### src/rtl/vertex_batch_ctrl.sv
// Groups incoming X/Y/Z vertices into 4-column homogeneous matrices for the
// transform multiplier. A flush closes a partial batch early.
module vertex_batch_ctrl #(
  parameter int unsigned    W     = 16,
  parameter logic [W-1:0]   W_ONE = W'(32'h0020)
) (
  input  logic              clk,
  input  logic              rst_n,
  input  logic              vin_valid,
  output logic              vin_ready,
  input  logic [W-1:0]      vin_x,
  input  logic [W-1:0]      vin_y,
  input  logic [W-1:0]      vin_z,
  input  logic              flush,
  output logic              mtx_valid,
  input  logic              mtx_ready,
  output logic [16*W-1:0]   mtx_data,
  output logic [3:0]        mtx_mask,
  output logic [15:0]       batch_cnt
);

  typedef enum logic {FILL, HOLD} state_e;

  state_e         state_q, state_d;
  logic [2:0]     cnt_q, cnt_d;
  logic [2:0]     cnt_inc;
  logic [W-1:0]   x_q [4];
  logic [W-1:0]   y_q [4];
  logic [W-1:0]   z_q [4];
  logic [W-1:0]   x_d [4];
  logic [W-1:0]   y_d [4];
  logic [W-1:0]   z_d [4];
  logic [3:0]     mask_q, mask_d;
  logic [15:0]    batch_cnt_q, batch_cnt_d;
  logic           accept;

  assign accept    = (state_q == FILL) && vin_valid;
  assign cnt_inc   = cnt_q + {2'b00, accept};
  assign vin_ready = (state_q == FILL);
  assign mtx_valid = (state_q == HOLD);
  assign mtx_mask  = mask_q;
  assign batch_cnt = batch_cnt_q;

  always_comb begin
    state_d     = state_q;
    cnt_d       = cnt_q;
    x_d         = x_q;
    y_d         = y_q;
    z_d         = z_q;
    mask_d      = mask_q;
    batch_cnt_d = batch_cnt_q;
    case (state_q)
      FILL: begin
        if (accept) begin
          x_d[cnt_q[1:0]] = vin_x;
          y_d[cnt_q[1:0]] = vin_y;
          z_d[cnt_q[1:0]] = vin_z;
          cnt_d           = cnt_inc;
        end
        if (accept && cnt_q == 3'd3) begin
          state_d = HOLD;
          mask_d  = '1;
        end else if (flush && cnt_inc != 3'd0) begin
          // cnt_inc is at most 3 here, so the thermometer mask fits in 4 bits
          state_d = HOLD;
          mask_d  = 4'((5'd1 << cnt_inc) - 5'd1);
        end
      end
      HOLD: begin
        if (mtx_ready) begin
          state_d     = FILL;
          cnt_d       = '0;
          x_d         = '{default: '0};
          y_d         = '{default: '0};
          z_d         = '{default: '0};
          mask_d      = '0;
          batch_cnt_d = batch_cnt_q + 16'd1;
        end
      end
      default: state_d = FILL;
    endcase
  end

  always_comb begin
    mtx_data = '0;
    for (int unsigned k = 0; k < 4; k++) begin
      mtx_data[16*W-1-4*W*k -: 4*W] = {x_q[k], y_q[k], z_q[k], mask_q[k] ? W_ONE : '0};
    end
  end

  always_ff @(posedge clk) begin
    if (!rst_n) begin
      state_q     <= FILL;
      cnt_q       <= '0;
      x_q         <= '{default: '0};
      y_q         <= '{default: '0};
      z_q         <= '{default: '0};
      mask_q      <= '0;
      batch_cnt_q <= '0;
    end else begin
      state_q     <= state_d;
      cnt_q       <= cnt_d;
      x_q         <= x_d;
      y_q         <= y_d;
      z_q         <= z_d;
      mask_q      <= mask_d;
      batch_cnt_q <= batch_cnt_d;
    end
  end

endmodule

### config.mk
export PLATFORM = sky130hd
export DESIGN_NAME = vertex_batch_ctrl
export DESIGN_NICKNAME = d
export VERILOG_FILES = /design/src/rtl/vertex_batch_ctrl.sv
export SDC_FILE = /design/constraint.sdc
export NUM_CORES = 1
export LEC_CHECK = 0
export CAP_MARGIN = 30
export CELL_PAD_IN_SITES_DETAIL_PLACEMENT = 0
export CELL_PAD_IN_SITES_GLOBAL_PLACEMENT = 1
export CORE_ASPECT_RATIO = 0.9
export CORE_UTILIZATION = 32
export CTS_BUF_LIST = sky130_fd_sc_hd__clkbuf_4 sky130_fd_sc_hd__clkbuf_8
export CTS_CLUSTER_DIAMETER = 50
export DETAILED_ROUTE_END_ITERATION = 6
export MAX_ROUTING_LAYER = met4
export PLACE_DENSITY_LB_ADDON = 0.1
export SETUP_SLACK_MARGIN = 0.05
export SYNTH_ARGS = -nofsm -noshare
export SYNTH_HDL_FRONTEND = slang
export SYNTH_SLANG_ARGS = --single-unit
export TNS_END_PERCENT = 10
### constraint.sdc
create_clock -name clk -period 2.5 [get_ports clk]
set_clock_uncertainty 0.1 [all_clocks]
set_input_delay 0.5 -clock clk [delete_from_list [all_inputs] [get_ports clk]]
set_output_delay 0.5 -clock clk [all_outputs]
set_load 0.02 [all_outputs]
# [Word level (Yosys, flattened, before mapping)]
# Index checks and enable logic that the tools add are counted.
[op_classes] add_sub_neg=3 order_cmp=2 n_eq_ne=4 shift=1 mux=27 bitwise_logic=2 reduce_logical=8
[ops] op="$pmux 64 s2" count=3
[ops] op="$mux 64" count=4
[ops] op="$bwmux 64" count=3
[ops] op="$demux 16 s2" count=1
[ops] op="$mux 6" count=4
[ops] op="$add 16x1->16 const B" count=1
[ops] op="$mux 16" count=1
[ops] op="$mux 4" count=3
[ops] op="$pmux 4 s2" count=1
[ops] op="$mux 3" count=2
[ops] op="$pmux 3 s2" count=1
[ops] op="$reduce_and 2->1" count=3
[ops] op="$logic_and 1x1->1" count=4
[ops] op="$shl 1x3->4 const A" count=1
[ops] op="$sub 4x1->4 const B" count=1
[ops] op="$add 3x1->3" count=1
[ops] op="$eq 3x2->1 const B" count=1
[ops] op="$ge 3x3->1 const B" count=1
[ops] op="$lt 3x1->1 const B" count=1
[ops] op="$mux 1" count=3
[ops] op="$ne 3x1->1 const B" count=1
[ops] op="$not 2->3" count=1
[ops] op="$reduce_bool 3->1" count=1
[ops] op="$ne 2x1->1 const B" count=1
[ops] op="other kinds (3)" count=3
[word_totals] reg_bits=216 inputBits=53 out_inout_bits=278 wordCells=63

# [Longest topological paths before layout]
[logic_depth] depth_word=8 ltp_mapped=10 mapped_depth_nobuf=9

# [Worst setup path after synthesis]
# Ideal clock, no wire load.
[synth_timing] path_kind="register to register" startpoint="register state_q, in the netlist mtx_valid" endpoint="register mask_q[2], in the netlist mtx_mask[2]" arrival_ns=2.001 t_required_ns=2.308 setup_slack_ns=0.307 stages_incl_launch_ff=11 period_less_slack_ns=2.193 cell_sequence="dfxtp_1 buf_6 nor2b_4 and2_1 ha_1 xnor2_1 nor2b_1 nand2b_1 ha_1 nor3b_1 o32ai_1"
[synth_between] elab_chain_len=8
[synth_rtl] element="from (decl)" line_no="24" text="state_e state_q, state_d;"
[synth_rtl] element="from (signal assigned)" line_no="101" text="state_q <= state_d;"
[synth_rtl] element="$not 1->1"
[synth_rtl] element="$logic_and 1x1->1" line_no="37" text="assign accept = (state_q == FILL) && vin_valid;"
[synth_rtl] element="$add 3x1->3" line_no="38" text="assign cnt_inc = cnt_q + {2'b00, accept};"
[synth_rtl] element="$shl 1x3->4" line_no="66" text="mask_d = 4'((5'd1 << cnt_inc) - 5'd1);"
[synth_rtl] element="$sub 4x1->4" line_no="66"
[synth_rtl] element="$mux 4" line_no="63" text="end else if (flush && cnt_inc != 3'd0) begin"
[synth_rtl] element="$mux 4" line_no="60" text="if (accept && cnt_q == 3'd3) begin"
[synth_rtl] element="$pmux 4 s2" line_no="52" text="case (state_q)"
[synth_rtl] element="to (signal assigned)" line_no="106" text="mask_q <= mask_d;"
[synth_rtl] element="to (decl)" line_no="33" text="logic [3:0] mask_q, mask_d;"
# Several ways; a longest one is shown, not always the timed one. The select of a mux whose other input is x is not followed.
# A chain may end at the register's enable or synchronous reset.

# [Worst setup path after layout]
[layout_timing] startpoint="register state_q, in the netlist mtx_valid" endpoint="output port vin_ready"
[layout_between] elab_chain_len=1
[layout_rtl] element="$not 1->1"
[layout_rtl] element="to (decl)" line_no="10" text="output logic vin_ready,"
# Every way passes these cells.

==> results.md <==
* Status: finished, final reports clean
* Slew of the pin with the lowest slew margin at 704 ps
* Congestion Overflow GR at 0
* Top-count cell post-synth: dfxtp_1
* Final setup fails at 0
* Via count at 8081
* RSZ-0062 raised after global routing: no
* Clk Latency, worst-skew pair at 520 ps
* CTS tree: built
* Reg2Reg Setup Slack at 420 ps
* Tcrit/Tclk final at 95.2%
* Placed cells at 1620
* Antenna diode count at 0
* Final instance area at 0.0123 sq mm
* Worst Hold Class: reg2reg
* Post-Route WL at 28.4 mm
* Cell Area, Synth at 0.00854 sq mm
* Mux contribution to synthesized area at 0%
* CP Data Required Time at 1900 ps
* CTS buffer count at 38
* CTS resizes at 0
* Initial antenna violation count at 0
* CP max FO at 10
* Largest net degree at the start of global routing at 49
* Post-Synth XOR/XNOR Area at 1.64%
* DR WL/cell at 16.9 microns
* Final Max Tran Viols at 0
* Top cell type's share of synthesized area at 50.7%
* Die Width at 174 microns
* Io pins at 331
* Layout area overhead at 43.9%
* Pleak at 4.31 nW
* Row Count at 56
* Max Cap Viol at 0
* Post-CTS Setup Inserts at 0
* Setup_tns at 0 ps
* Sink Count at 216
* Vias in the first global route at 7597
* TritonRoute pass-1 iters at 4
* Max H-tree Level at 2
* Distinct cells, synth at 41
* Gr usage total at 21.1%
* Hold WS at 362 ps
* Ys Warns at 0
* Hold Crit Start: mtx_data[31]
* PortBufs at 270
* Initial DRC Count at 418
* Final hold vios at 0
* Number of synthesized flops with an enable pin at 0
* Worst VDD drop at 0.317 mV
* CTS clk-pin slew, worst paths at 50 ps
* Initial Utilization at 32.7%
* Commonest cells post-synth: 216 x dfxtp_1, 185 x nand2_1, 176 x nand3_1
* Die ar. at 0.0273 sq mm
* WHS Endpoint: mtx_data[31]
* Synthesized instance count at 1043
* Share of cells above drive strength 1 at 8.82%
* DRT antenna net count at 0
* Post-synth ARST share at 0%
* Total Nets Final at 1368
* Post-synthesis sequential area ratio at 50.7%
* Hold Path Depth at 2
* Dominant synthesized flop cell: dfxtp_1
* Synthesis-stage register bit count at 216
* CP Class: reg2out
* Fmax achieved at 0.420 GHz
* Synthesized area per cell at 8.18 sq um
* Critical path data arrival time at 1780 ps
* Via density at 4.82
* Worst reg2reg path depth at 9
* Post-Synth Simple-Gate Area at 24.2%
* Yosys top cell by area: dfxtp_1
* GP Congestion at 0.798
* Main combinational cell family by area after synthesis: simple AND/OR/NAND/NOR gates
* Compound-Gate Fraction of Synth Area at 13.0%
* Pwr dens at 654 mW/mm^2
* Post-DP HPWL at 19.2 mm
* Die H at 157 microns
* Clock root cell: clkbuf_8
* Final Critical Period at 2380 ps
* Synth area leaders: dfxtp_1 51%, nand3_1 10%, a21oi_1 10%
* Clock tree buffer depth at 3
* Relative slew slack at 52.9%
* Crit. End Element: output pin
* Finished Layout Cells at 1675
* R2r endpoint: mtx_mask[2]
* Final-layout fill cell count at 2630
* Cell Area, Placed at 0.0116 sq mm
* Core area at 0.0261 sq mm
* R2r startpoint: mtx_valid
* Adder-cell area share of the yosys netlist at 0.440%
* Startpoint types: register
* Hold Buf Count CTS at 0
* Drt drc at 0
* First-pass GRT wire length at 44.0 mm
[per-layer routing]
| metal | track usage, % | wire (microns) | vias to the layer above |
|---|---|---|---|
| met2 | 31.3 | 12700 | 291 |
| li1 | - | - | 3939 |
| met1 | 27.6 | 12800 | 3804 |
| met5 | - | 0 | - |
| met3 | 6.26 | 2370 | 47 |
| met4 | 6.02 | 582 | 0 |
[registers in the layout (all words and copies together), names as in the netlist]
name,flops
cnt_q,3
mtx_mask,4
mtx_valid,1
batch_cnt,16
mtx_data,192
[cells by family after synthesis]
family,Yosys count
flip-flops,216
other,1
adder cells (fa/ha/maj),3
AND/OR/NAND/NOR,452
XOR/XNOR,16
buffers and inverters,149
AO/OA/AOI/OAI,206
[metrics by stage]
stage	util [%]	power, mW	setup slack (ps)
detailed placement	44.4	5.07	-185
global placement	44.4	5.07	-169
floorplan	-	4.50	307
global route	47.0	8.42	62.9
CTS	47.0	8.16	90.7
finish	47.0	8.03	120
[area by class of cell]
| cell class | instances | area [sq um] | share of cell area (%) |
|---|---|---|---|
| clock buffer | 55 | 676 | 5.50 |
| sequential | 216 | 4320 | 35.2 |
| multi-input combinational | 737 | 3620 | 29.5 |
| inverter | 3 | 16.3 | 0.132 |
| tap | 348 | 435 | 3.54 |
| timing repair buffer | 316 | 3210 | 26.1 |
[worst max-delay path by stage]
| stage | to | cells past startpoint | slack (ps) | startpoint |
|---|---|---|---|---|
| final | vin_ready | 3 | 120 | mtx_valid |
| after CTS | vin_ready | 3 | 90 | mtx_valid |
| after floorplan | mtx_mask[2] | 10 | 310 | mtx_valid |
| after detailed placement | mtx_mask[0] | 10 | -180 | vin_valid |
| after global placement | mtx_mask[0] | 10 | -170 | vin_valid |
| after global routing | vin_ready | 3 | 60 | mtx_valid |
[power breakdown]
part	internal (mW)	switching, mW	total, mW	leakage, nW
clock network	1.70	1.35	3.05	0.362
registers	3.57	0.0699	3.64	1.75
logic	0.523	0.820	1.34	2.19
[placed cells by master (no fill, tap or decap), types with 3 or more instances in the layout]
master           netlist  final
nor2_1                51     50
buf_12                 0     13
nand4_1                3      3
a22oi_1               24     24
nor3_1                 3      3
buf_4                 64     33
dfxtp_1              216    216
nand2b_1               4      3
nand2_1              185    183
xor2_1                 8      8
a21oi_1              173    173
ha_1                   3      3
nand3_1              176    176
conb_1                 1     60
clkbuf_4               0     13
clkdlybuf4s50_1        0    270
clkbuf_8               0     42
nor2b_1               10     10
xnor2_1                8      8
[worst max-delay path, stage by stage (launching register included)]
cell and delay, ps:
dfxtp_1 340, buf_4 190, inv_1 120, clkdlybuf4s50_1 620
No activity file was read; power rests on OpenSTA's default activity.
